`src/rtl/uart_pkg.sv`:
```
// Shared definitions for the memory-mapped UART transmitter: register
// offsets, transmitter state encoding and the divisor clamp helper.
package uart_pkg;

  localparam logic [1:0] REG_DATA    = 2'd0;
  localparam logic [1:0] REG_STATUS  = 2'd1;
  localparam logic [1:0] REG_DIVISOR = 2'd2;
  localparam logic [1:0] REG_CTRL    = 2'd3;

  typedef enum logic [2:0] {
    IDLE,
    START,
    DATA,
    PARITY,
    STOP
  } tx_state_t;

  // A zero divisor would give a zero-length bit, so it is stored as one.
  function automatic logic [15:0] clampDivisor(input logic [15:0] value);
    return (value == 16'd0) ? 16'd1 : value;
  endfunction

endpackage

```
`src/rtl/uart_tx_port_fifo.sv`:
```
// Synchronous FIFO with first-word-fall-through read data; a push while
// full and a pop while empty are ignored, and flush empties it at once.
module sync_fifo #(
  parameter int WIDTH = 8,
  parameter int DEPTH = 16
) (
  input  logic                       clk,
  input  logic                       reset,
  input  logic                       i_push,
  input  logic                       i_pop,
  input  logic                       i_flush,
  input  logic [WIDTH-1:0]           i_data,
  output logic [WIDTH-1:0]           o_data,
  output logic                       o_full,
  output logic                       o_empty,
  output logic [$clog2(DEPTH):0]     o_level
);

  localparam int AW = $clog2(DEPTH);

  logic [WIDTH-1:0] r_mem [DEPTH];
  logic [AW-1:0]    r_wptr;
  logic [AW-1:0]    r_rptr;
  logic [AW:0]      r_level;
  logic             w_doPush;
  logic             w_doPop;

  assign o_full   = (r_level == (AW+1)'(DEPTH));
  assign o_empty  = (r_level == '0);
  assign o_level  = r_level;
  assign o_data   = r_mem[r_rptr];
  assign w_doPush = i_push && !o_full;
  assign w_doPop  = i_pop && !o_empty;

  always_ff @(posedge clk) begin
    if (w_doPush) begin
      r_mem[r_wptr] <= i_data;
    end
  end

  // Flush discards everything, including a push arriving in the same cycle.
  always_ff @(posedge clk) begin
    if (reset || i_flush) begin
      r_wptr  <= '0;
      r_rptr  <= '0;
      r_level <= '0;
    end else begin
      if (w_doPush) begin
        r_wptr <= r_wptr + AW'(1);
      end
      if (w_doPop) begin
        r_rptr <= r_rptr + AW'(1);
      end
      r_level <= r_level + (AW+1)'(w_doPush) - (AW+1)'(w_doPop);
    end
  end

endmodule

```
`src/rtl/uart_tx_port.sv`:
```
// Memory-mapped UART transmitter (8N1, LSB first) behind a TX FIFO.
// Define UART_TX_PARITY_EN to insert an even parity bit (8E1).
module uart_tx_port
  import uart_pkg::*;
#(
  parameter int          FIFO_DEPTH  = 16,
  parameter logic [15:0] DEFAULT_DIV = 16'd434
) (
  input  logic        clk,
  input  logic        reset,
  input  logic [31:0] dmem_address,
  input  logic        dmem_enable,
  input  logic        dmem_write_enable,
  input  logic [2:0]  dmem_write_mode,
  input  logic [31:0] dmem_write_data,
  input  logic        dmem_read_enable,
  input  logic [2:0]  dmem_read_mode,
  output logic [31:0] dmem_read_data,
  output logic        dmem_wait,
  output logic        uart_tx
);

  localparam int LW = $clog2(FIFO_DEPTH) + 1;

  tx_state_t   r_state;
  logic        r_tx;
  logic [15:0] r_baud;
  logic [2:0]  r_bitIdx;
  logic [7:0]  r_shift;
  logic [15:0] r_divisor;
  logic [31:0] r_rdData;
  logic        r_rdPhase;
`ifdef UART_TX_PARITY_EN
  logic        r_parity;
`endif

  logic          w_wrReq;
  logic          w_rdReq;
  logic [1:0]    w_regSel;
  logic          w_dataWr;
  logic          w_push;
  logic          w_pop;
  logic          w_flush;
  logic          w_full;
  logic          w_empty;
  logic          w_busy;
  logic          w_bitDone;
  logic [LW-1:0] w_level;
  logic [7:0]    w_fifoData;
  logic [15:0]   w_divM1;
  logic [31:0]   w_status;
  logic [31:0]   w_rdValue;
  logic          w_unused;

  assign w_unused = ^{dmem_address[31:4], dmem_address[1:0], dmem_write_mode,
                      dmem_read_mode, dmem_write_data[31:16]};

  assign w_regSel  = dmem_address[3:2];
  assign w_wrReq   = dmem_enable && dmem_write_enable;
  assign w_rdReq   = dmem_enable && dmem_read_enable && !dmem_write_enable;
  assign w_dataWr  = w_wrReq && (w_regSel == REG_DATA);
  assign w_push    = w_dataWr && !w_full;
  assign w_flush   = w_wrReq && (w_regSel == REG_CTRL) && dmem_write_data[0];
  assign w_bitDone = (r_baud == 16'd0);
  assign w_divM1   = r_divisor - 16'd1;
  assign w_busy    = (r_state != IDLE) || !w_empty;
  assign w_pop     = !w_empty && ((r_state == IDLE) || ((r_state == STOP) && w_bitDone));

  // A stalled store keeps wait high; a load stalls only in its first cycle.
  assign dmem_wait      = (w_dataWr && w_full) || (w_rdReq && !r_rdPhase);
  assign dmem_read_data = r_rdData;
  assign uart_tx        = r_tx;

  sync_fifo #(
    .WIDTH (8),
    .DEPTH (FIFO_DEPTH)
  ) u_fifo (
    .clk     (clk),
    .reset   (reset),
    .i_push  (w_push),
    .i_pop   (w_pop),
    .i_flush (w_flush),
    .i_data  (dmem_write_data[7:0]),
    .o_data  (w_fifoData),
    .o_full  (w_full),
    .o_empty (w_empty),
    .o_level (w_level)
  );

  assign w_status = {16'd0, 8'(w_level), 5'd0, w_busy, w_empty, w_full};

  always_comb begin
    w_rdValue = 32'd0;
    case (w_regSel)
      REG_STATUS:  w_rdValue = w_status;
      REG_DIVISOR: w_rdValue = {16'd0, r_divisor};
      default:     w_rdValue = 32'd0;
    endcase
  end

  always_ff @(posedge clk) begin
    if (reset) begin
      r_divisor <= DEFAULT_DIV;
      r_rdData  <= 32'd0;
      r_rdPhase <= 1'b0;
    end else begin
      if (w_wrReq && (w_regSel == REG_DIVISOR)) begin
        r_divisor <= clampDivisor(dmem_write_data[15:0]);
      end
      if (w_rdReq && !r_rdPhase) begin
        r_rdData  <= w_rdValue;
        r_rdPhase <= 1'b1;
      end else begin
        r_rdPhase <= 1'b0;
      end
    end
  end

  // Every bit start reloads the baud counter from the current divisor, so a
  // divisor write only changes the bit that begins after it.
  always_ff @(posedge clk) begin
    if (reset) begin
      r_state  <= IDLE;
      r_tx     <= 1'b1;
      r_baud   <= 16'd0;
      r_bitIdx <= 3'd0;
      r_shift  <= 8'd0;
`ifdef UART_TX_PARITY_EN
      r_parity <= 1'b0;
`endif
    end else begin
      case (r_state)
        IDLE: begin
          if (w_pop) begin
            r_state  <= START;
            r_tx     <= 1'b0;
            r_shift  <= w_fifoData;
            r_baud   <= w_divM1;
`ifdef UART_TX_PARITY_EN
            r_parity <= ^w_fifoData;
`endif
          end
        end
        START: begin
          if (w_bitDone) begin
            r_state  <= DATA;
            r_tx     <= r_shift[0];
            r_bitIdx <= 3'd0;
            r_baud   <= w_divM1;
          end else begin
            r_baud <= r_baud - 16'd1;
          end
        end
        DATA: begin
          if (w_bitDone) begin
            r_baud <= w_divM1;
            if (r_bitIdx == 3'd7) begin
`ifdef UART_TX_PARITY_EN
              r_state <= PARITY;
              r_tx    <= r_parity;
`else
              r_state <= STOP;
              r_tx    <= 1'b1;
`endif
            end else begin
              r_bitIdx <= r_bitIdx + 3'd1;
              r_shift  <= {1'b0, r_shift[7:1]};
              r_tx     <= r_shift[1];
            end
          end else begin
            r_baud <= r_baud - 16'd1;
          end
        end
        PARITY: begin
          if (w_bitDone) begin
            r_state <= STOP;
            r_tx    <= 1'b1;
            r_baud  <= w_divM1;
          end else begin
            r_baud <= r_baud - 16'd1;
          end
        end
        STOP: begin
          if (w_bitDone) begin
            if (w_pop) begin
              r_state  <= START;
              r_tx     <= 1'b0;
              r_shift  <= w_fifoData;
              r_baud   <= w_divM1;
`ifdef UART_TX_PARITY_EN
              r_parity <= ^w_fifoData;
`endif
            end else begin
              r_state <= IDLE;
            end
          end else begin
            r_baud <= r_baud - 16'd1;
          end
        end
        default: begin
          r_state <= IDLE;
          r_tx    <= 1'b1;
        end
      endcase
    end
  end

endmodule

```
`config.mk`:
```
export PLATFORM = sky130hd
export DESIGN_NAME = uart_tx_port
export DESIGN_NICKNAME = d
export VERILOG_FILES = /design/src/rtl/uart_pkg.sv /design/src/rtl/uart_tx_port_fifo.sv /design/src/rtl/uart_tx_port.sv
export SDC_FILE = /design/constraint.sdc
export NUM_CORES = 1
export LEC_CHECK = 0
export BUFFER_PORTS_ARGS = -buffer_cell sky130_fd_sc_hd__buf_4
export CAP_MARGIN = 30
export CORE_UTILIZATION = 35
export CTS_BUF_LIST = sky130_fd_sc_hd__clkbuf_16
export DETAILED_ROUTE_END_ITERATION = 8
export GPL_ROUTABILITY_DRIVEN = 1
export GPL_TIMING_DRIVEN = 0
export HOLD_SLACK_MARGIN = 0.03
export PLACE_DENSITY = 0.57
export SYNTH_ARGS = -nofsm -noshare
export SYNTH_HDL_FRONTEND = slang
export SYNTH_SLANG_ARGS = --single-unit
```
`constraint.sdc`:
```
create_clock -name clk -period 7.83 [get_ports clk]
set_clock_uncertainty 0.05 [all_clocks]
set_input_delay 1.566 -clock clk [delete_from_list [all_inputs] [get_ports clk]]
set_output_delay 1.566 -clock clk [all_outputs]
set_load 0.01 [all_outputs]
```
# After elaboration in Yosys (flattened, before gate mapping)
# Memories as Yosys holds them, arrays and structs flattened. A register that Yosys moved wholly into a read port is not among the register bits.
# Index checks and enable logic that the tools add are counted.
[word_totals]
input_bits = 75
ram_bits = 128
regBits = 93
mem_count = 1
[mem_list]
columns = ["memory", "words", "width", "read_ports", "rd_clocked_by_memory_dff", "write_ports", "line", "rtl"]
rows = [
  ["u_fifo.r_mem", 16, 8, 1, 1, 1, "uart_tx_port_fifo.sv:21", "logic [WIDTH-1:0] r_mem [DEPTH];"],
]
[op_classes]
muxes = 35
n_reduce_logical = 36
add_sub_neg = 7
eq_ne = 16
[op_table]
columns = ["cell", "count"]
rows = [
  ["$mux W16", 4],
  ["$pmux W16 S3", 1],
  ["$logic_not A16 Y1", 2],
  ["$mux W8", 4],
  ["$pmux W16 S2", 1],
  ["$sub A16 B1 Y16 const B", 2],
  ["$mux W3", 9],
  ["$pmux W8 S3", 1],
  ["$pmux W3 S5", 1],
  ["$logic_and A1 B1 Y1", 14],
  ["$ne A2 B2 Y1 const B", 6],
  ["$reduce_and A4 Y1", 3],
  ["$mux W1", 10],
  ["$reduce_bool A3 Y1", 3],
  ["$add A4 B1 Y4 const B", 2],
  ["$mux W4", 2],
  ["$eq A3 B2 Y1 const B", 2],
  ["$eq A3 B3 Y1 const B", 2],
  ["$pmux W3 S2", 1],
  ["$reduce_and A6 Y1", 1],
  ["$add A5 B1 Y5", 1],
  ["$eq A5 B5 Y1 const B", 1],
  ["$logic_not A5 Y1", 1],
  ["$pmux W1 S5", 1],
  ["12 further kinds", 19],
]

# Logic depth before layout (Yosys ltp)
# Gate-level depths: netlist of run 1.
[logic_depth]
depth_word = 7
depth_mapped = 16

# By module
# Synthesis of run 1 repeated with hierarchy kept, for this count alone.
[hier_totals]
hier_cells = 811
area_unflattened_um2 = 9699.3
[by_module_without_submodules]
columns = ["module", "seq_area_each_um2", "area_each_um2", "cells_per_inst", "instances"]
rows = [
  ["sync_fifo", 4184.0, 5811.8, 310, 1],
  ["uart_tx_port", 1281.2, 3887.5, 501, 1],
]

# Least setup slack after synthesis of run 1
# No wires, ideal clock.
[synth_timing]
path_type = "input-to-output"
start = "input dmem_write_enable"
end = "output dmem_wait"
path_slack_ns = 3.847
required_ns = 6.214
n_path_buf = 2
arrival_ns = 2.367
stages = 4
path_cell_list = "nand4bb_1 > clkbuf_1 > buf_1 > o41ai_1"
[synth_via]
elab_chain_len = 4
elab_cells_between_ends = 7
[synth_lines]
columns = ["element", "line", "rtl"]
rows = [
  ["from (decl)", "uart_tx_port.sv:13", "input logic dmem_write_enable,"],
  ["$logic_and A1 B1 Y1 / $logic_not A1 Y1 (equally long branches)", "uart_tx_port.sv:59, uart_tx_port.sv:60", ""],
  ["$logic_and A1 B1 Y1, on equally long branches", "uart_tx_port.sv:61, uart_tx_port.sv:60", ""],
  ["$logic_and A1 B1 Y1", "uart_tx_port.sv:70", "assign dmem_wait = (w_dataWr && w_full) || (w_rdReq && !r_rdPhase);"],
  ["$logic_or A1 B1 Y1 *", "uart_tx_port.sv:70", ""],
  ["to (decl)", "uart_tx_port.sv:19", "output logic dmem_wait,"],
]
# Mark *: on every way between the ends. The rest lies on a longest branch, timed or not.

# Worst setup path after layout of run 1
# Ends and elaborated chain as after synthesis.

==> results.yml, run 1 <==
timing:
  worstMarginPinSlew_ns: 0.976
  clock.fmax_mhz: 218
  final.setup.tns_ns: 0
  fin_crit_sh_pct: 58.6
  finalSetupViolCount: 0
  rsz0062_at_grt: "no"
  max_slew_margin_pct: 34.8
  timing.final.ws_setup_ns: 3.24
  final_max_slew_viol_count: 0
  finalCriticalPeriod_ns: 4.59
  finalHoldViolations: 0
flow_run:
  max_cap_viol_count: 0
critical_path:
  max_stage_delay_ns: 0.43
  startpoint: "dmem_write_enable"
  end_kind: "output pin"
  cpMostUsedCell: "buf_4"
  r2r_slack_ns: 4.08
  start_kind: "input pin"
  crit_slowest_cell: "buf_1"
  critical_path_class: "in -> out"
  crit_arrival_ns: 2.97
  cp_max_fo: 10
  required_ns: 6.21
  path_cells: "buf_4 -> nand4bb_1 -> clkbuf_1 -> buf_1 -> o41ai_1 -> buf_4"
  rr_startpoint: "u_fifo.o_level[3]$_SDFF_PP0_"
clock_tree:
  postCtsSetupRepairBufs: 0
  cts_buffers: 23
  clk_latency_ns: 0.52
  cts_resized: 0
  cts_tree: "done"
  holdBufCountCts: 0
  cts_max_path_buffers: 3
  cts_sinks: 209
  cts_max_level: 1
  clock-root-buffer: "clkbuf_16"
  path_clk_slew_ns: 0.06
detailed_routing:
  drt_wl_total_um: 23700
  vias: 6628
  vias_per_cell: 5.35
  drt_pass1_iterations: 5
  drtIter0Drc: 404
  drc: 0
  wire_per_inst_um: 19.1
  ant_nets: 0
yosys:
  yosysWarnings: 0
  yosysSeqAreaShare_pct: 57.0
  ys_top_cells_by_area: "edfxtp_1 (40%), dfxtp_1 (17%), mux4_2 (7.8%), nand2_1 (3.1%), a21oi_1 (2.9%)"
  synth_cells: 798
  yosysMostFrequentCell: "edfxtp_1"
  synth_top_area_share_pct: 40.1
  synth_commonest_cells: "edfxtp_1 (128), dfxtp_1 (81), nand2_1 (78)"
  synthFlopType: "edfxtp_1"
  synth_cell_types: 70
  async_reset_ff_share_pct: 0
  syn_area_per_cell_um2: 12.0
  synth_seq_cells: 209
  synth_edf_count: 128
  syn_area_um2: 9590
  yosys.area.top_type: "edfxtp_1"
hold_path:
  hold_class: "reg -> reg"
  hold_path.startpoint: "dmem_read_data[12]$_SDFFE_PP0P_"
place:
  portBuffers: 40
  hpwl_um: 16400
  placed_cell_area_um2: 10400
  gp_congestion: 0.846
  preCtsSetupSlack_ns: 3.24
die:
  io_pins: 109
  rows: 60
  start_util_pct: 35.7
  die_height_um: 168
  die_area_um2: 28100
  core_um2: 26900
  die_w_um: 168
pwr:
  p_comb_share_pct: 32.4
  seqPwrFrac_pct: 35.7
  p_leak_nw: 3.86
  p_switching_mw: 1.25
  clkPwrFrac_pct: 31.9
  cellPowerDensity_nw_per_um2: 331
  p_sw_share_pct: 33.8
  vdd_ir_drop_max_mv: 0.198
  internal_power_mw: 2.46
finish:
  layout-drive-gt1-share_pct: 17.5
  syn_to_final_growth_pct: 17.1
  n_antenna_cell: 0
  fillers: 2556
  final_cell_area_um2: 11200
  finalNetCount: 976
  multi_input_area_um2: 3800
  seqCellArea_um2: 5470
grt:
  overflow: 0
  first_global_vias: 6447
  grt_max_degree: 19
  antenna_found_initial: 0
  grt_pass1_wl_um: 37100
  track_usage_pct: 17.1
run_status:
  status: "finished clean"
-- sequential cells by signal (all words and copies together) (netlist names), named ones only --
register	flops
u_fifo.o_level	5
u_fifo.r_rptr	4
r_baud	16
u_fifo.r_wptr	4
r_shift	8
uart_tx	1
r_state	3
dmem_read_data	16
u_fifo.r_mem	128
r_bitIdx	3
r_rdPhase	1
r_divisor	16
-- per-layer routing --
layer / GRT usage (%) / vias up / share of wire (%)
met3: 2.55 / 40 / 4.2
met2: 28.7 / 151 / 48
met1: 23.2 / 3300 / 46
met4: 4.27 / 0 / 2.1
li1: - / 3137 / -
met5: 0 / - / 0
-- power by group through the flow --
stage / logic (mW) / clock network (mW) / registers [mW]
after global placement: 1.19 / 0 / 1.35
after CTS: 1.20 / 1.20 / 1.32
after floorplan: 0.886 / 0 / 1.33
final: 1.20 / 1.18 / 1.33
after detailed placement: 1.19 / 0 / 1.35
after global routing: 1.33 / 1.24 / 1.34
-- area by class of cell --
type	instances	area share, %
well taps	341	3.80
multi-input cells	524	33.9
clock buffers	23	5.13
inverters	18	0.602
clock inverters	19	2.27
repair buffers	44	2.92
flip-flops and latches	209	48.7
plain buffers	62	2.74
-- placed cells by master, fill, tap and decap left out, types with 10 or more instances in the layout --
cell,instances
mux2i_1,10
conb_1,16
dfxtp_1,81
nand2_1,78
edfxtp_1,128
inv_1,19
clkbuf_16,23
nor2b_1,10
buf_4,61
a211oi_1,24
clkbuf_1,31
mux4_2,33
xor2_1,13
o21ai_0,28
nor3_1,28
ha_1,18
nand3_1,23
a21oi_1,55
nor2_1,63
-- worst max-delay path: cells and delay by family --
| family | cells | cell delay [ns] |
|---|---|---|
| AO/OA/AOI/OAI | 1 | 0.20 |
| buffers and inverters | 4 | 1.08 |
| AND/OR/NAND/NOR | 1 | 0.12 |
-- cell families after synthesis --
family | Yosys count | share of synthesized area [%]
buf+inv | 80 | 3.91
other cells | 1 | 0.0391
compound gates | 161 | 10.9
fa+ha+maj | 22 | 2.87
mux | 43 | 8.80
simple gates | 261 | 14.6
flops | 209 | 57.0
xor+xnor | 21 | 1.92
-- stage by stage --
step | util (%) | cells | power (mW) | hold slack [ns]
6_report | 41.8 | 1240 | 3.71 | 0.403
5_1_grt | 41.8 | 1240 | 3.91 | 0.427
4_1_cts | 41.8 | 1240 | 3.73 | 0.406
3_5_place_dp | 38.7 | 1198 | 2.54 | 0.397
3_3_place_gp | 38.6 | 1194 | 2.53 | 0.395
2_1_floorplan | - | 813 | 2.21 | 0.386
-- worst paths after layout --
check,to,depth (start not counted)
worst min-delay path,dmem_read_data[12]$_SDFFE_PP0P_,2
worst max register to register,u_fifo.o_level[4]$_SDFF_PP0_,16
worst max-delay path,dmem_wait,6
worst min register to register,dmem_read_data[12]$_SDFFE_PP0P_,2
Power figures use the tool's default switching activity.
==> inputs of run 2 (changes only) <==
--- a/config.mk
+++ b/config.mk
@@ -5,6 +5,7 @@
 export SDC_FILE = /design/constraint.sdc
 export NUM_CORES = 1
 export LEC_CHECK = 0
+export ABC_AREA = 1
 export BUFFER_PORTS_ARGS = -buffer_cell sky130_fd_sc_hd__buf_4
 export CAP_MARGIN = 30
 export CORE_UTILIZATION = 35
@@ -13,7 +14,7 @@
 export GPL_ROUTABILITY_DRIVEN = 1
 export GPL_TIMING_DRIVEN = 0
 export HOLD_SLACK_MARGIN = 0.03
-export PLACE_DENSITY = 0.57
+export PLACE_DENSITY = 0.59
 export SYNTH_ARGS = -nofsm -noshare
 export SYNTH_HDL_FRONTEND = slang
 export SYNTH_SLANG_ARGS = --single-unit
==> constraint.sdc (replaced) <==
create_clock -name clk -period 3.8 [get_ports clk]
set_clock_uncertainty 0.05 [all_clocks]
set_input_delay 0.76 -clock clk [delete_from_list [all_inputs] [get_ports clk]]
set_output_delay 0.76 -clock clk [all_outputs]
set_load 0.01 [all_outputs]
==> run 2 against run 1 <==
  * The flow now finishes with violations (DRC)
  * Utilization shrank 0.38 points
  * Final cell count grew 37%
  * Die area grew 6.1%
  * Critical path type is now reg -> reg
  * Via count grew 26%
  * Synthesized cell count grew 53%
  * Sequential cell count is the same
  * Worst setup slack lost 2.7 ns
  * Combinational power grew to 2.5 times the previous value
  * Critical path depth grew 14
  * Global-route usage grew 1.7 points
  * Largest power group is now combinational cells
  * Non-clock buffer count shrank 4
==> results.yml, run 2 <==
timing:
  worstMarginPinSlew_ns: 0.969
  fin_crit_sh_pct: 87.0
  timing.final.ws_setup_ns: 0.495
  rsz0062_at_grt: "no"
  final.setup.tns_ns: 0
  final_max_slew_viol_count: 0
  whs_ns: 0.394
  max_slew_margin_pct: 35.1
  finalSetupViolCount: 0
  clock.fmax_mhz: 303
  finalHoldViolations: 0
  finalCriticalPeriod_ns: 3.31
critical_path:
  critical_path_class: "reg -> reg"
  required_ns: 4.20
  crit_arrival_ns: 3.71
  cp_max_fo: 10
  end_kind: "register"
  start_kind: "register"
clock_tree:
  postCtsSetupRepairBufs: 0
  path_clk_slew_ns: 0.06
  holdBufCountCts: 0
  cts_max_level: 1
  cts_max_path_buffers: 3
  cts_sinks: 209
  clock-root-buffer: "clkbuf_16"
  clk_latency_ns: 0.54
  cts_tree: "done"
  cts_resized: 0
  cts_buffers: 24
finish:
  final_common_cell: "nand2_1"
  final_cell_area_um2: 11900
  syn_to_final_growth_pct: 16.5
  finalNetCount: 1395
  utilization_pct: 41.4
  largest_reg_flops: 128
  most-common-layout-cells: "nand2_1 (295), inv_1 (160), nand3_1 (144)"
  n_antenna_cell: 0
  top_register: "u_fifo.r_mem"
  layout-drive-gt1-share_pct: 10.2
  finalNonFillerCells: 1703
die:
  io_pins: 109
  start_util_pct: 35.6
  die_height_um: 173
  die_w_um: 173
  die_area_um2: 29800
  core_um2: 28600
  rows: 62
yosys:
  yosysSeqAreaShare_pct: 53.7
  synthFlopType: "edfxtp_1"
  syn_area_um2: 10200
  yosysWarnings: 0
  synth_edf_count: 128
  synth_cells: 1217
  ys_top_cells_by_area: "edfxtp_1 (38%), dfxtp_1 (16%), nand2_1 (11%), nand3_1 (7.1%), inv_1 (5.7%)"
  synth_commonest_cells: "nand2_1 (295), inv_1 (155), nand3_1 (144)"
  yosysMostFrequentCell: "nand2_1"
  synth_cell_types: 44
  synth_top_area_share_pct: 37.8
  yosys.area.top_type: "edfxtp_1"
  async_reset_ff_share_pct: 0
  synth_seq_cells: 209
  syn_area_per_cell_um2: 8.36
grt:
  grt_max_degree: 20
  overflow: 0
  antenna_found_initial: 0
  first_global_vias: 7980
  track_usage_pct: 18.8
  grt_pass1_wl_um: 43900
pwr:
  vdd_ir_drop_max_mv: 0.373
  p_leak_nw: 5.02
  total_power_mw: 8.13
  cellPowerDensity_nw_per_um2: 686
place:
  preCtsSetupSlack_ns: 0.472
  dp.cells: 1656
  placed_cell_area_um2: 11000
  hpwl_um: 19300
  portBuffers: 40
  gp_congestion: 0.868
detailed_routing:
  wire_per_inst_um: 16.3
  vias_per_cell: 4.89
  drc: 2
  ant_nets: 0
  vias: 8336
  drt_pass1_iterations: 7
  drtIter0Drc: 732
  drt_wl_total_um: 27800
run_status:
  status: "finished, violations left"
  violations: "DRC"
flow_run:
  max_cap_viol_count: 0
hold_path:
  hold_class: "in -> reg"
## run 2: per-layer routing
layer	global-route usage, %	vias to the layer above	routed length [um]
met5	0	-	0
met4	5.36	0	671
met3	2.72	43	1720
met2	31.2	269	12900
met1	25.4	3916	12500
li1	-	4108	-
## run 2: power breakdown
part           switching [mW]  internal, mW  total, mW
Clock                   0.981          1.38       2.36
Sequential              0.168          2.58       2.75
Combinational            2.08         0.945       3.02
## run 2: area by class of cell
class                   count  area, um2
plain buffers              59        303
clock buffers              24        601
clock inverters            20        215
fillers                  2863      16800
inverters                 160        601
multi-input cells         804       3860
flip-flops and latches    209       5470
well taps                 384        480
repair buffers             43        323
## run 2: critical path, stage by stage, from the launching register on
cell	delay, ns
dfxtp_1	0.34
inv_1	0.09
ha_1	0.28
nand2_4	0.13
nor2_4	0.16
nand3_4	0.11
nand2_4	0.11
nand2_4	0.10
buf_2	0.25
nor2_1	0.22
inv_1	0.08
o21ai_0	0.09
ha_1	0.20
inv_1	0.06
fa_1	0.41
inv_1	0.09
nand2_1	0.05
a21oi_1	0.12
nor2_1	0.07
nand2_1	0.05
nor3b_1	0.16
## run 2: path summary, 6_finish.rpt
kind | start | slack (ns) | to | depth (start not counted)
worst max-delay path | r_baud[0]$_SDFFE_PP0P_ | 0.49 | u_fifo.o_level[4]$_SDFF_PP0_ | 20
worst min-delay path | reset | 0.39 | r_rdPhase$_SDFF_PP0_ | 2
worst max register to register | r_baud[0]$_SDFFE_PP0P_ | 0.49 | u_fifo.o_level[4]$_SDFF_PP0_ | 20
worst min register to register | r_shift[5]$_SDFFE_PP0P_ | 0.42 | r_shift[5]$_SDFFE_PP0P_ | 2
## run 2: cells by family (layout without fill, tap and decap cells)
family,Yosys count,in the layout,share of synthesized area (%)
AOI/OAI and AO/OA,134,134,7.43
xor gates and xnor gates,16,16,1.38
adders and majority gates,19,19,2.41
buffers and inverters,219,306,8.88
DFF,209,209,53.7
other,1,16,0.0368
and+or+nand+nor,619,619,26.2
